--- config.mk ---
export PLATFORM = sky130hd
export DESIGN_NAME = uart_tx_cfg
export DESIGN_NICKNAME = d
export VERILOG_FILES = /design/src/rtl/uart_tx_cfg.sv
export SDC_FILE = /design/constraint.sdc
export NUM_CORES = 1
export LEC_CHECK = 0
export ABC_AREA = 1
export BUFFER_PORTS_ARGS = -buffer_cell sky130_fd_sc_hd__buf_4
export CORE_MARGIN = 1
export CORE_UTILIZATION = 35
export DETAILED_ROUTE_END_ITERATION = 10
export PLACE_DENSITY = 0.55
export SETUP_SLACK_MARGIN = 0.02
export SLEW_MARGIN = 20
export SYNTH_ARGS = -nofsm -noshare
export SYNTH_HDL_FRONTEND = slang
export SYNTH_SLANG_ARGS = --single-unit
--- constraint.sdc ---
create_clock -name clk -period 2.7 [get_ports clk]
set_clock_uncertainty 0.1 [all_clocks]
set_input_delay 0.54 -clock clk [delete_from_list [all_inputs] [get_ports clk]]
set_output_delay 0.54 -clock clk [all_outputs]
set_load 0.01 [all_outputs]
--- src/rtl/uart_tx_cfg.sv ---
// Configurable UART transmitter: start bit, DATA_BITS LSB first, optional parity, 1 or 2 stop bits.
// Define UART_TX_CTS_EN to gate acceptance on cts and drive rts while idle; default build ignores cts.
module uart_tx_cfg #(
  parameter int FREQUENCY = 10000000,
  parameter int BAUD_RATE = 9600,
  parameter int DATA_BITS = 8,
  parameter int PARITY    = 0,
  parameter int STOP_BITS = 1
) (
  input  logic                 clk,
  input  logic                 reset,
  input  logic                 tx_valid,
  output logic                 tx_ready,
  input  logic [DATA_BITS-1:0] tx_data,
  input  logic                 cts,
  output logic                 rts,
  output logic                 tx_serial,
  output logic                 tx_active,
  output logic                 tx_done
);
  localparam int CLKS_PER_BIT = FREQUENCY / BAUD_RATE;
  localparam int CNT_W        = $clog2(CLKS_PER_BIT);
  localparam int IDX_W        = $clog2(DATA_BITS);
  localparam logic [CNT_W-1:0] CNT_LAST = CNT_W'(CLKS_PER_BIT - 1);
  localparam logic [IDX_W-1:0] IDX_LAST = IDX_W'(DATA_BITS - 1);

  typedef enum logic [2:0] {
    IDLE  = 3'd0,
    START = 3'd1,
    DATA  = 3'd2,
    PAR   = 3'd3,
    STOP  = 3'd4
  } state_t;

  state_t               state_reg, state_next;
  logic [CNT_W-1:0]     cnt_reg, cnt_next;
  logic [IDX_W-1:0]     idx_reg, idx_next;
  logic                 stop_reg, stop_next;
  logic [DATA_BITS-1:0] shift_reg, shift_next;
  logic                 parity_reg, parity_next;
  logic                 serial_reg, serial_next;
  logic                 done_reg, done_next;
  logic                 idle;
  logic                 accept;
  logic                 bit_end;
  logic                 stop_last;

  // Ready is forced low while reset is held even though the state already reads IDLE.
  assign idle = (state_reg == IDLE) && !reset;

`ifdef UART_TX_CTS_EN
  assign tx_ready = idle && cts;
  assign rts      = idle;
`else
  logic cts_unused;
  assign cts_unused = cts;
  assign tx_ready   = idle;
  assign rts        = 1'b0;
`endif

  assign accept    = tx_valid && tx_ready;
  assign bit_end   = (cnt_reg == CNT_LAST);
  assign stop_last = (STOP_BITS == 2) ? stop_reg : 1'b1;

  assign tx_serial = serial_reg;
  assign tx_active = (state_reg != IDLE);
  assign tx_done   = done_reg;

  always_ff @(posedge clk or posedge reset) begin
    if (reset) begin
      state_reg  <= IDLE;
      cnt_reg    <= '0;
      idx_reg    <= '0;
      stop_reg   <= 1'b0;
      shift_reg  <= '0;
      parity_reg <= 1'b0;
      serial_reg <= 1'b1;
      done_reg   <= 1'b0;
    end else begin
      state_reg  <= state_next;
      cnt_reg    <= cnt_next;
      idx_reg    <= idx_next;
      stop_reg   <= stop_next;
      shift_reg  <= shift_next;
      parity_reg <= parity_next;
      serial_reg <= serial_next;
      done_reg   <= done_next;
    end
  end

  // serial_next always carries the level of the bit period starting next cycle,
  // so the line itself comes straight from a flop.
  always_comb begin
    state_next  = state_reg;
    cnt_next    = cnt_reg;
    idx_next    = idx_reg;
    stop_next   = stop_reg;
    shift_next  = shift_reg;
    parity_next = parity_reg;
    serial_next = serial_reg;
    done_next   = 1'b0;

    case (state_reg)
      IDLE: begin
        serial_next = 1'b1;
        if (accept) begin
          shift_next  = tx_data;
          parity_next = (PARITY == 1) ? ~^tx_data : ^tx_data;
          cnt_next    = '0;
          serial_next = 1'b0;
          state_next  = START;
        end
      end

      START: begin
        if (bit_end) begin
          cnt_next    = '0;
          idx_next    = '0;
          serial_next = shift_reg[0];
          state_next  = DATA;
        end else begin
          cnt_next = cnt_reg + CNT_W'(1);
        end
      end

      DATA: begin
        if (bit_end) begin
          cnt_next = '0;
          if (idx_reg == IDX_LAST) begin
            if (PARITY != 0) begin
              serial_next = parity_reg;
              state_next  = PAR;
            end else begin
              serial_next = 1'b1;
              stop_next   = 1'b0;
              state_next  = STOP;
            end
          end else begin
            idx_next    = idx_reg + IDX_W'(1);
            shift_next  = shift_reg >> 1;
            serial_next = shift_reg[1];
          end
        end else begin
          cnt_next = cnt_reg + CNT_W'(1);
        end
      end

      PAR: begin
        if (bit_end) begin
          cnt_next    = '0;
          stop_next   = 1'b0;
          serial_next = 1'b1;
          state_next  = STOP;
        end else begin
          cnt_next = cnt_reg + CNT_W'(1);
        end
      end

      STOP: begin
        serial_next = 1'b1;
        if (bit_end) begin
          cnt_next = '0;
          if (stop_last) begin
            done_next  = 1'b1;
            state_next = IDLE;
          end else begin
            stop_next = 1'b1;
          end
        end else begin
          cnt_next = cnt_reg + CNT_W'(1);
        end
      end

      default: begin
        cnt_next    = '0;
        idx_next    = '0;
        stop_next   = 1'b0;
        serial_next = 1'b1;
        state_next  = IDLE;
      end
    endcase
  end

endmodule
Yosys cells after proc, flatten, opt, wreduce, memory -nomap -nowiden
Cells that the tools add are included.

cells by class
  add/subtract/negate cells = 2
  equal/unequal tests = 13
  mux-type cells = 25
  bitwise operators = 1
  reductions and logical operators = 12

operators by type and width
  cell                                            count
  two-way mux 3 bit                               8
  two-way mux 8 bit                               3
  two-way mux 11 bit                              2
  case mux 11 bit (2 select lines)                1
  case mux 8 bit (2 select lines)                 1
  case mux 3 bit (5 select lines)                 1
  != test 2 bit (second input constant)           7
  adder 11 x 1 -> 11 bit (second input constant)  1
  == test 11 bit (second input constant)          1
  case mux 3 bit (3 select lines)                 1
  AND reduction 4 bit                             2
  two-way mux 1 bit                               7
  == test 3 x 2 -> 1 bit (second input constant)  2
  == test 3 bit (second input constant)           2
  AND reduction 6 bit                             1
  case mux 1 bit (4 select lines)                 1
  OR reduction 4 bit                              1
  adder 3 x 1 -> 3 bit (second input constant)    1
  == test 3 x 1 -> 1 bit (second input constant)  1
  zero test 3 bit                                 1
  AND reduction 3 bit                             1
  nonzero test 3 bit                              1
  OR reduction 3 bit                              1
  logical AND 1 bit                               2
  other kinds (3)                                 3

word-level totals
  bits in registers = 27
  input port bits = 12
  output and inout port bits = 5
  word-level logic and storage cells = 59

Longest topological paths before layout
Gate-level depths: netlist of run 1.

  depth in word-level cells = 5
  mapped depth = 9
  gate-level depth less buffers = 9

Worst setup path before layout of run 1
OpenSTA, ideal clock, no wires.

  kind = input to register
  start = input port reset
  end = register cnt_reg[0]
  setup time = 128 ps
  arrival = 1746 ps
  data required time = 2472 ps
  slack = 726 ps
  stages on the path = 7
  path buffers = 1
  cell sequence = inv_1 > nand2_1 > nand3_2 > buf_4 > inv_1 > nand2_1 > o21ai_0

on the way
  longest elaborated chain between the ends = 4

ends and longest elaborated chain
  element                    line  text
  start: declaration         11    input logic reset,
  zero test 1 bit (no line)  --
  logical AND 1 bit          49    assign idle = (state_reg == IDLE) && !reset;
  logical AND 1 bit          61    assign accept = tx_valid && tx_ready;
  != test 2 bit (no line)    --
  end signal: assignment     81    cnt_reg <= cnt_next;
  end: declaration           36    logic [CNT_W-1:0] cnt_reg, cnt_next;

No other way between the ends.
A chain may end at the register's enable or synchronous reset.

Final worst setup path of run 1
  start = register state_reg[1]
  end = output port tx_ready

on the way
  longest elaborated chain between the ends = 2

ends and longest elaborated chain
  element                   line  text
  start: declaration        35    state_t state_reg, state_next;
  start signal: assignment  80    state_reg <= state_next;
  zero test 3 bit           --
  logical AND 1 bit         49
  end: declaration          13    output logic tx_ready,

No other way between the ends.

==> impl_metrics.csv, run 1 <==
group,metric,value,unit
status,result_of_the_run,"finished, violations left",
status,failing_checks,"DRC",
setup_path,timing.critical_path.slowest_cell_delay,490,ps
yosys,synthesis.area,1643,sq um
clock_network,clock_path_buffers,2,
yosys,seq_area_frac_synth,41.20,%
route,drt_first_pass_iters,7,
route,detail-route-antenna-nets,0,
route,dr.first_iter.drc_count,71,
sta,grt_setup_unrepaired,"no",
power,power-per-cell-area,933.8,nW/um^2
sta,period_share,75.80,%
final_layout,layout.cells.non_filler,291,
placement,post-dp-hpwl,2.438,mm
yosys,synth.top_cells.by_area,"sky130_fd_sc_hd__dfrtp_1 (40%), sky130_fd_sc_hd__nand2_1 (21%), sky130_fd_sc_hd__nand3_1 (4.9%)",
flow_run,max_cap_viol_count,0,
global_routing,total_track_usage,15.97,%
yosys,post_synth_inst_count,224,
yosys,share_of_synthesized_cell_area_in_full_adder_half_adder_and_majority_cells,3.046,%
clock_network,post_cts_sizing_count,0,
clock_network,worstSkewPairLatency,280,ps
setup_path,critical_path.endpoint_type,"output port",
setup_path,timing.critical_path.slowest_stage_cell,"sky130_fd_sc_hd__dfrtp_1",
placement,placedCellCount,287,
floorplanning,die_x,70.51,um
yosys,synth_compound_area_share,5.484,%
floorplanning,initial_standard_cell_utilization_of_the_core,36.97,%
clock_network,post_cts.repair.setup_buffers,0,
final_layout,final_layout_size_suffix_gt1_share,14.64,%
final_layout,antenna_cells,0,
yosys,synth_top_cell_area_share,39.60,%
clock_network,worst_setup_hold_path_clk_slew,100,ps
setup_path,worstPathMaxFanout,5,
hold_path,holdCritPathClass,"in2async",
yosys,synth_simple_gate_area_share,40.59,%
yosys,synthesis.yosys.warnings,0,
route,detail_route.wirelength,3.411,mm
final_layout,area.growth.synth_to_final,11.65,%
sta,finalHoldViolCount,0,
yosys,synth_commonest_cells,"sky130_fd_sc_hd__nand2_1 (90), sky130_fd_sc_hd__dfrtp_1 (26), sky130_fd_sc_hd__inv_1 (21)",
global_routing,pin_count_of_the_biggest_net_entering_global_routing,28,
clock_network,cts_tree,"built",
setup_path,critical_path_class,"reg2out",
global_routing,number_of_antenna_violations_at_the_first_check_in_global_routing,0,
yosys,synth_top_area_cell,"sky130_fd_sc_hd__dfrtp_1",
placement,io_buffer_count,14,
floorplanning,chipHeight,70.51,um
setup_path,arrival,1410,ps
setup_path,cp_top_family,"simple AND/OR/NAND/NOR gates",
route,vias_cell,4.784,
power,cellLeakagePower,0.9608,nW
final_layout,flip_flop_count_of_the_largest_register_after_layout,11,
clock_network,tritoncts_num_sinks,27,
setup_path,crit_chain,"nor2_2 > nand2_1 > nor2_1 > buf_4",
yosys,synth_ff_type,"sky130_fd_sc_hd__dfrtp_1",
clock_network,ctsHoldBuffers,0,
setup_path,worstPathRequired,2060,ps
sta,report.final.slew_viol_count,0,
floorplanning,num_rows,24,
power,vdd_ir_drop_max,349.8,uV
yosys,synth_enable_flop_cells,0,
sta,min_period,2047,ps
final_layout,layout.filler_cells,495,
floorplanning,pin_count,17,
global_routing,number_of_global_route_vias_before_repair,1386,
global_routing,grt_remaining_overflow,0,
yosys,share_of_synthesized_area_spent_on_multiplexers,0,%
floorplanning,core_area,4444,sq um
yosys,synth_top_family_by_area,"simple AND/OR/NAND/NOR gates",
yosys,synth.most_common_cell,"sky130_fd_sc_hd__nand2_1",
route,vias,1392,
yosys,synth.avg_cell_area,7.334,sq um
yosys,post_synth_num_cell_types,25,
placement,gp_routability_congestion,0.7999,
final_layout,final_net_count,256,
route,detail_route.wl_per_cell,11.72,um
setup_path,critical_path.startpoint_type,"register",
sta,finalSetupTns,0,ps
yosys,synth-seq-cells,27,
sta,setup_viol,0,
clock_network,cts_buffers,3,
yosys,yosys.area_share.xor_xnor,1.599,%
yosys,synth.net_count,240,
floorplanning,die_area,4972,sq um
clock_network,master_cell_of_the_clock_root_buffer,"sky130_fd_sc_hd__clkbuf_8",
route,detail_route.drc_violations,5,
global_routing,grt_first_pass_wirelength,6.265,mm
yosys,synth-async-reset-ratio,100.0,%
power,total_power,0.001713,W
sta,max_slew.worst_pin.slew,565.7,ps
setup_path,timing.critical_path.buf_inv,1,
clock_network,cts.htree.levels,1,
sta,slew_headroom,62.25,%
sta,highest_achievable_clock_rate,488.6,MHz
## final cells by class
class / count / area [sq um] / area share [%]
well taps: 52 / 65.06 / 3.547
repair buffers: 15 / 112.6 / 6.139
clock buffers: 3 / 41.29 / 2.251
inverters: 25 / 93.84 / 5.116
clock inverters: 1 / 7.507 / 0.4093
flip-flops and latches: 27 / 676.9 / 36.90
multi-input cells: 168 / 837.1 / 45.63
## power by group
group / leakage, nW / total [W] / internal (W) / switching [W]
registers: 0.355 / 0.000622 / 0.000530 / 0.0000927
logic: 0.584 / 0.000853 / 0.000274 / 0.000579
clock network: 0.0217 / 0.000237 / 0.000105 / 0.000132
## placed cells by master, fill, tap and decap left out, types with 3 or more instances in the layout
cell type and n:
sky130_fd_sc_hd__nand2_1 90, sky130_fd_sc_hd__dfrtp_1 26, sky130_fd_sc_hd__inv_1 21, sky130_fd_sc_hd__nand3_1 16
sky130_fd_sc_hd__nor2_1 15, sky130_fd_sc_hd__buf_4 15, sky130_fd_sc_hd__nand4_1 11, sky130_fd_sc_hd__o21ai_0 10
sky130_fd_sc_hd__inv_2 4, sky130_fd_sc_hd__ha_1 4, sky130_fd_sc_hd__xor2_1 3, sky130_fd_sc_hd__a21oi_1 3
sky130_fd_sc_hd__nand3b_1 3, sky130_fd_sc_hd__clkbuf_8 3
## routing by layer
metal / up-vias / part of all wire [%] / global-route usage [%]
li1: 744 / - / -
met1: 624 / 52 / 22.65
met2: 20 / 44 / 24.16
met3: 4 / 2.7 / 2.453
met4: 0 / 1.6 / 6.803
met5: - / 0 / 0
## tightest hold or removal path: stages
cell	delay [ps]
sky130_fd_sc_hd__buf_4	110
sky130_fd_sc_hd__inv_1	60
sky130_fd_sc_hd__buf_4	330
## cell families after synthesis
group,after synthesis
xor+xnor,3
fa+ha+maj,4
simple gates,145
flops,27
other cells,1
compound gates,15
buf+inv,29
## metrics by stage
stage / util (%) / hold WS [ps] / setup WS [ps] / cell area [sq um]
4_1_cts: 41.27 / 269.1 / 634.2 / 1834
3_3_place_gp: 40.17 / 355.8 / 803.0 / 1785
6_report: 41.27 / 256.4 / 653.5 / 1834
5_1_grt: 41.27 / 312.5 / 528.6 / 1834
2_1_floorplan: - / 336.7 / 725.9 / 1643
3_5_place_dp: 40.17 / 360.6 / 809.6 / 1785
## worst paths after layout
kind,end,slack [ps],startpoint,cells past startpoint
max,tx_ready,650,state_reg[1],4
min,state_reg[0],260,reset,3
max reg2reg,cnt_reg[2],770,state_reg[1],5
min reg2reg,shift_reg[4],380,shift_reg[4],2
max in group asynchronous,tx_serial,1940,reset,3
min in group clk,state_reg[0],380,tx_valid,3
Note: power is estimated with default switching activity, not from simulation.
==> run 2: changes to the inputs <==
--- a/config.mk
+++ b/config.mk
@@ -10,7 +10,7 @@
 export CORE_MARGIN = 1
 export CORE_UTILIZATION = 35
 export DETAILED_ROUTE_END_ITERATION = 10
-export PLACE_DENSITY = 0.55
+export PLACE_DENSITY = 0.57
 export SETUP_SLACK_MARGIN = 0.02
 export SLEW_MARGIN = 20
 export SYNTH_ARGS = -nofsm -noshare
==> constraint.sdc (replaced) <==
create_clock -name clk -period 1.8 [get_ports clk]
set_clock_uncertainty 0.1 [all_clocks]
set_input_delay 0.36 -clock clk [delete_from_list [all_inputs] [get_ports clk]]
set_output_delay 0.36 -clock clk [all_outputs]
set_load 0.01 [all_outputs]
==> run 2 against run 1 <==
  * The run still ends with DRC left
  * Core utilization rose by 2.0 points
  * Total power rose by 61%
  * Sequential share of layout area decreased by 1.6 points
  * Register-to-register slack worse by 600 ps
  * Clock power increased by 49%
  * Final area up 4.8%
  * Cell count up 2.4%
  * Worst hold slack worse by 180 ps
  * First-iteration DRC count decreased by 17%
  * Sequential cell count unchanged
  * Routed wire length is 2.5% lower
  * Critical endpoint unchanged
  * Largest cell class unchanged
==> impl_metrics.csv, run 2 (synthesis results as in run 1) <==
group,metric,value,unit
status,result_of_the_run,"finished, violations left",
status,failing_checks,"DRC",
placement,gp_routability_congestion,0.7776,
route,wl_met3,88,um
power,power-per-cell-area,1430,nW/um^2
route,met2_length,1.443,mm
route,highest_routed_layer,"met4",
setup_path,critical_path.endpoint_type,"output port",
floorplanning,num_rows,24,
route,vias_cell,4.681,
power,vdd_ir_drop_max,777.8,uV
floorplanning,die_area,4972,sq um
final_layout,final_layout_size_suffix_gt1_share,19.11,%
global_routing,pin_count_of_the_biggest_net_entering_global_routing,28,
power,cellLeakagePower,0.9993,nW
final_layout,final_net_count,263,
route,detail-route-antenna-nets,0,
route,drt_first_pass_iters,7,
route,wl_met1,1.761,mm
hold_path,holdCritPathClass,"in2async",
final_layout,layout_commonest_cell,"sky130_fd_sc_hd__nand2_1",
sta,period_share,95.50,%
sta,finalSetupTns,0,ps
setup_path,arrival,1260,ps
global_routing,grt_first_pass_wirelength,5.968,mm
power,power.share.sequential,33.4,%
sta,setup_viol,0,
clock_network,ctsHoldBuffers,0,
route,detail_route.wl_per_cell,11.16,um
floorplanning,die_x,70.51,um
final_layout,finish.instance_area,1923,sq um
floorplanning,initial_standard_cell_utilization_of_the_core,36.97,%
power,clock_power_share,12.9,%
global_routing,number_of_antenna_violations_at_the_first_check_in_global_routing,0,
placement,post-dp-hpwl,2.465,mm
global_routing,grt_remaining_overflow,0,
setup_path,critical_path.startpoint_type,"register",
global_routing,total_track_usage,15.25,%
setup_path,worstPathRequired,1340,ps
floorplanning,core_area,4444,sq um
final_layout,mostFrequentLayoutCells,"sky130_fd_sc_hd__nand2_1 (89), sky130_fd_sc_hd__dfrtp_1 (25), sky130_fd_sc_hd__buf_4 (21)",
clock_network,master_cell_of_the_clock_root_buffer,"sky130_fd_sc_hd__clkbuf_8",
placement,detailed_place.area,1847,sq um
route,dr.first_iter.drc_count,59,
sta,finalHoldViolCount,0,
final_layout,area.growth.synth_to_final,17.06,%
route,detail_route.drc_violations,5,
sta,min_period,1719,ps
clock_network,cts_tree,"built",
power,total_power,0.002751,W
sta,highest_achievable_clock_rate,581.8,MHz
final_layout,layout.filler_cells,465,
final_layout,flip_flop_count_of_the_largest_register_after_layout,11,
clock_network,cts_buffers,3,
final_layout,antenna_cells,0,
clock_network,cts.htree.levels,1,
clock_network,clock_path_buffers,2,
floorplanning,chipHeight,70.51,um
route,vias,1395,
flow_run,max_cap_viol_count,0,
floorplanning,pin_count,17,
setup_path,critical_path_class,"reg2out",
power,power.switching_fraction,45.47,%
route,detail_route.wirelength,3.325,mm
final_layout,utilization,43.27,%
placement,io_buffer_count,14,
setup_path,worstPathMaxFanout,5,
sta,grt_setup_unrepaired,"yes",
clock_network,tritoncts_num_sinks,27,
sta,report.final.slew_viol_count,0,
power,power.combinational.fraction,53.7,%
clock_network,worst_setup_hold_path_clk_slew,90,ps
setup_path,worstRegToRegCells,7,
global_routing,number_of_global_route_vias_before_repair,1316,
clock_network,worstSkewPairLatency,280,ps
sta,whs,73.59,ps
power,intPower,0.001500,W
power,total_switching_power,0.001251,W
==> run 2: cell types whose count changed in the layout (fill, tap and decap cells not counted), sizes merged <==
cell | previous run | this run
buf | 15 | 22
clkinv | 0 | 1
inv | 25 | 24
==> run 2: power by group through the flow <==
stage | combinational [W] | clock [W] | sequential [W]
finish | 0.00148 | 0.000354 | 0.000918
global route | 0.00170 | 0.000395 | 0.000943
CTS | 0.00146 | 0.000377 | 0.000919
detailed placement | 0.00143 | 0 | 0.000929
global placement | 0.00142 | 0 | 0.000926
floorplan | 0.00101 | 0 | 0.000922
==> run 2: layer usage <==
layer  GRT usage [%]  up-vias
met1           20.82      616
met5               0        -
met4           4.082        0
met3           3.463        4
met2           24.38       18
li1                -      757
==> run 2: metrics by stage <==
step                      setup WS (ps)  std cells
after floorplan                   174.2        224
after global placement            150.9        293
after detailed placement          148.1        293
after CTS                         50.07        298
after global routing              9.859        298
final                             81.05        298
==> run 2: worst max-delay path, cell delays in order, from the launching register on <==
cell                      delay [ps]
sky130_fd_sc_hd__dfrtp_2         430
sky130_fd_sc_hd__nor2_4          180
sky130_fd_sc_hd__nand2_2         100
sky130_fd_sc_hd__nor2_1          130
sky130_fd_sc_hd__buf_4           140
==> run 2: path summary, 6_finish.rpt <==
path / from / to / slack, ps
worst max-delay path: state_reg[0] / tx_ready / 80
worst min-delay path: reset / idx_reg[2] / 70
worst max register to register: idx_reg[0] / shift_reg[4] / 170
worst min register to register: shift_reg[4] / shift_reg[4] / 380
max in group asynchronous: reset / tx_serial / 1220
min in group clk: tx_valid / state_reg[0] / 200
==> run 2: timing repair <==
action	4_1_cts	5_1_grt
endpoints found under the hold margin	0	0
buffers inserted	1	0
cloned	0	0
resized for setup	2	4
setup endpoints to repair	1	12
==> run 2: area by class of cell <==
cell class                 instances  area (sq um)  share of cell area, %
clock inverter                     1         5.005                 0.2602
timing repair buffer              22         177.7                  9.239
inverter                          25         97.59                  5.075
sequential                        27         678.2                  35.26
multi-input combinational        168         858.3                  44.63
clock buffer                       3         41.29                  2.147
tap                               52         65.06                  3.383
==> run 3: changes to the inputs <==
--- a/config.mk
+++ b/config.mk
@@ -7,7 +7,7 @@
 export LEC_CHECK = 0
 export ABC_AREA = 1
 export BUFFER_PORTS_ARGS = -buffer_cell sky130_fd_sc_hd__buf_4
-export CORE_MARGIN = 1
+export CORE_MARGIN = 2
 export CORE_UTILIZATION = 35
 export DETAILED_ROUTE_END_ITERATION = 10
 export PLACE_DENSITY = 0.57
==> run 3 against run 2 <==
  * The run now ends clean
  * Cell count grew 0.67%
  * Sequential power up 1%
  * Sequential share of layout area is 0.18 points lower
  * Total power increased by 1.3%
  * Global-route usage fell by 0.98 points
  * Sequential cell count is the same
  * Via count is 2.3% higher
  * First-iteration DRC count grew 27%
  * Register-to-register slack worse by 30 ps
  * Clock-buffer cell count did not move
  * Combinational power about the same
  * Core utilization is 0.23 points higher
==> impl_metrics.csv, run 3 (synthesis results as in run 1) <==
group,metric,value,unit
power,vdd_ir_drop_max,624.2,uV
setup_path,worstPathMaxFanout,6,
final_layout,flip_flop_count_of_the_largest_register_after_layout,11,
clock_network,worst_setup_hold_path_clk_slew,100,ps
route,detail_route.drc_violations,0,
clock_network,cts_buffers,3,
route,highest_routed_layer,"met4",
floorplanning,initial_standard_cell_utilization_of_the_core,36.97,%
setup_path,timing.critical_path.slowest_stage_cell,"sky130_fd_sc_hd__dfrtp_1",
global_routing,grt_first_pass_wirelength,5.871,mm
floorplanning,num_rows,24,
route,vias_cell,4.757,
final_layout,mostFrequentLayoutCells,"sky130_fd_sc_hd__nand2_1 (89), sky130_fd_sc_hd__dfrtp_1 (25), sky130_fd_sc_hd__buf_4 (23)",
global_routing,pin_count_of_the_biggest_net_entering_global_routing,28,
power,intPower,0.001524,W
power,total_switching_power,0.001261,W
sta,finalHoldViolCount,0,
placement,io_buffer_count,14,
power,cellLeakagePower,1.008,nW
setup_path,timing.critical_path.buf_inv,2,
setup_path,critical_path_class,"reg2out",
final_layout,antenna_cells,0,
final_layout,sequential_cell_area,678.2,sq um
final_layout,layout.cells.non_filler,300,
clock_network,master_cell_of_the_clock_root_buffer,"sky130_fd_sc_hd__clkbuf_8",
setup_path,crit_chain,"inv_4 > nand2_2 > nor2_1 > buf_4",
hold_path,holdCritPathClass,"in2async",
clock_network,tritoncts_num_sinks,27,
route,detail_route.wirelength,3.449,mm
floorplanning,pin_count,17,
global_routing,total_track_usage,14.26,%
status,result_of_the_run,"complete, no violations",
setup_path,timing.critical_path.slowest_cell_delay,450,ps
route,vias,1427,
global_routing,grt_remaining_overflow,0,
final_layout,multi_input_gate_area,850.8,sq um
power,power.share.sequential,33.3,%
floorplanning,die_area,5258,sq um
sta,setup_viol,0,
floorplanning,chipHeight,72.51,um
power,power.switching_fraction,45.27,%
route,met2_length,1.594,mm
route,dr.first_iter.drc_count,75,
final_layout,utilization,43.50,%
final_layout,layout_commonest_cell,"sky130_fd_sc_hd__nand2_1",
placement,gp_routability_congestion,0.8633,
final_layout,final_layout_size_suffix_gt1_share,19.76,%
placement,placedCellCount,294,
route,detail_route.wl_per_cell,11.50,um
placement,post-dp-hpwl,2.530,mm
setup_path,arrival,1210,ps
final_layout,area.growth.synth_to_final,17.67,%
sta,min_period,1672,ps
route,detail-route-antenna-nets,0,
final_layout,final_net_count,265,
clock_network,clock_path_buffers,2,
sta,finalSetupTns,0,ps
final_layout,finish.instance_area,1933,sq um
sta,whs,75.10,ps
sta,grt_setup_unrepaired,"no",
clock_network,worstSkewPairLatency,280,ps
route,wl_met3,108,um
sta,report.final.slew_viol_count,0,
clock_network,cts_tree,"built",
global_routing,number_of_antenna_violations_at_the_first_check_in_global_routing,0,
power,power.combinational.fraction,53.7,%
power,clock_power_share,13.0,%
final_layout,layout.filler_cells,463,
route,drt_first_pass_iters,4,
setup_path,critical_path.endpoint_type,"output port",
sta,highest_achievable_clock_rate,598.2,MHz
flow_run,max_cap_viol_count,0,
floorplanning,die_x,72.51,um
setup_path,cp_top_family,"flip-flops",
placement,detailed_place.area,1854,sq um
clock_network,cts.htree.levels,1,
floorplanning,core_area,4444,sq um
route,wl_met1,1.731,mm
global_routing,number_of_global_route_vias_before_repair,1292,
setup_path,worstPathRequired,1340,ps
power,power-per-cell-area,1441,nW/um^2
setup_path,critical_path.startpoint_type,"register",
sta,period_share,92.87,%
-- run 3: cell types whose count changed in the layout (fill, tap and decap cells not counted), sizes merged --
cell	before	now
buf	22	24
-- run 3: tightest hold or removal path: cells and delay by family --
kind	cells	cell delay [ps]
buffers and inverters	3	510
-- run 3: repair_timing --
item                       4_1_cts  5_1_grt
hold buffers                     0        0
setup endpoints to repair        1        9
resized for setup                3        3
setup buffers                    0        2
hold endpoints to repair         0        0
gates cloned                     0        0
pin swaps                        0        1
-- run 3: cell type report --
| class | count | share of cell area [%] |
|---|---|---|
| repair buffers | 24 | 9.968 |
| multi-input cells | 168 | 44.01 |
| inverters | 25 | 5.178 |
| well taps | 52 | 3.366 |
| flip-flops and latches | 27 | 35.08 |
| clock inverters | 1 | 0.2589 |
| clock buffers | 3 | 2.136 |
-- run 3: worst paths after layout --
path | slack (ps) | cells after the start | from | end
max in group asynchronous | 1220 | 3 | reset | tx_serial
worst min register to register | 380 | 2 | shift_reg[0] | shift_reg[0]
worst max-delay path | 130 | 4 | state_reg[2] | tx_ready
worst min-delay path | 80 | 3 | reset | cnt_reg[10]
min in group clk | 190 | 3 | tx_valid | state_reg[0]
worst max register to register | 140 | 7 | idx_reg[0] | shift_reg[5]
-- run 3: power by group through the flow --
stage / sequential, W / clock, W / combinational [W]
detailed placement: 0.000927 / 0 / 0.00145
finish: 0.000927 / 0.000362 / 0.00150
global placement: 0.000927 / 0 / 0.00143
floorplan: 0.000922 / 0 / 0.00101
CTS: 0.000924 / 0.000382 / 0.00147
global route: 0.000953 / 0.000395 / 0.00170
-- run 3: metal layers --
metal	up-vias	GRT usage [%]
li1	762	-
met1	640	18.45
met2	23	24.67
met3	2	3.333
met4	0	2.469
met5	-	0
-- run 3: through the flow --
stage | total power [W] | worst slack, ps
after floorplan | 0.001932 | 174.2
after global placement | 0.002361 | 150.0
after detailed placement | 0.002380 | 132.9
after CTS | 0.002773 | 44.14
after global routing | 0.003049 | 12.96
final | 0.002785 | 128.3
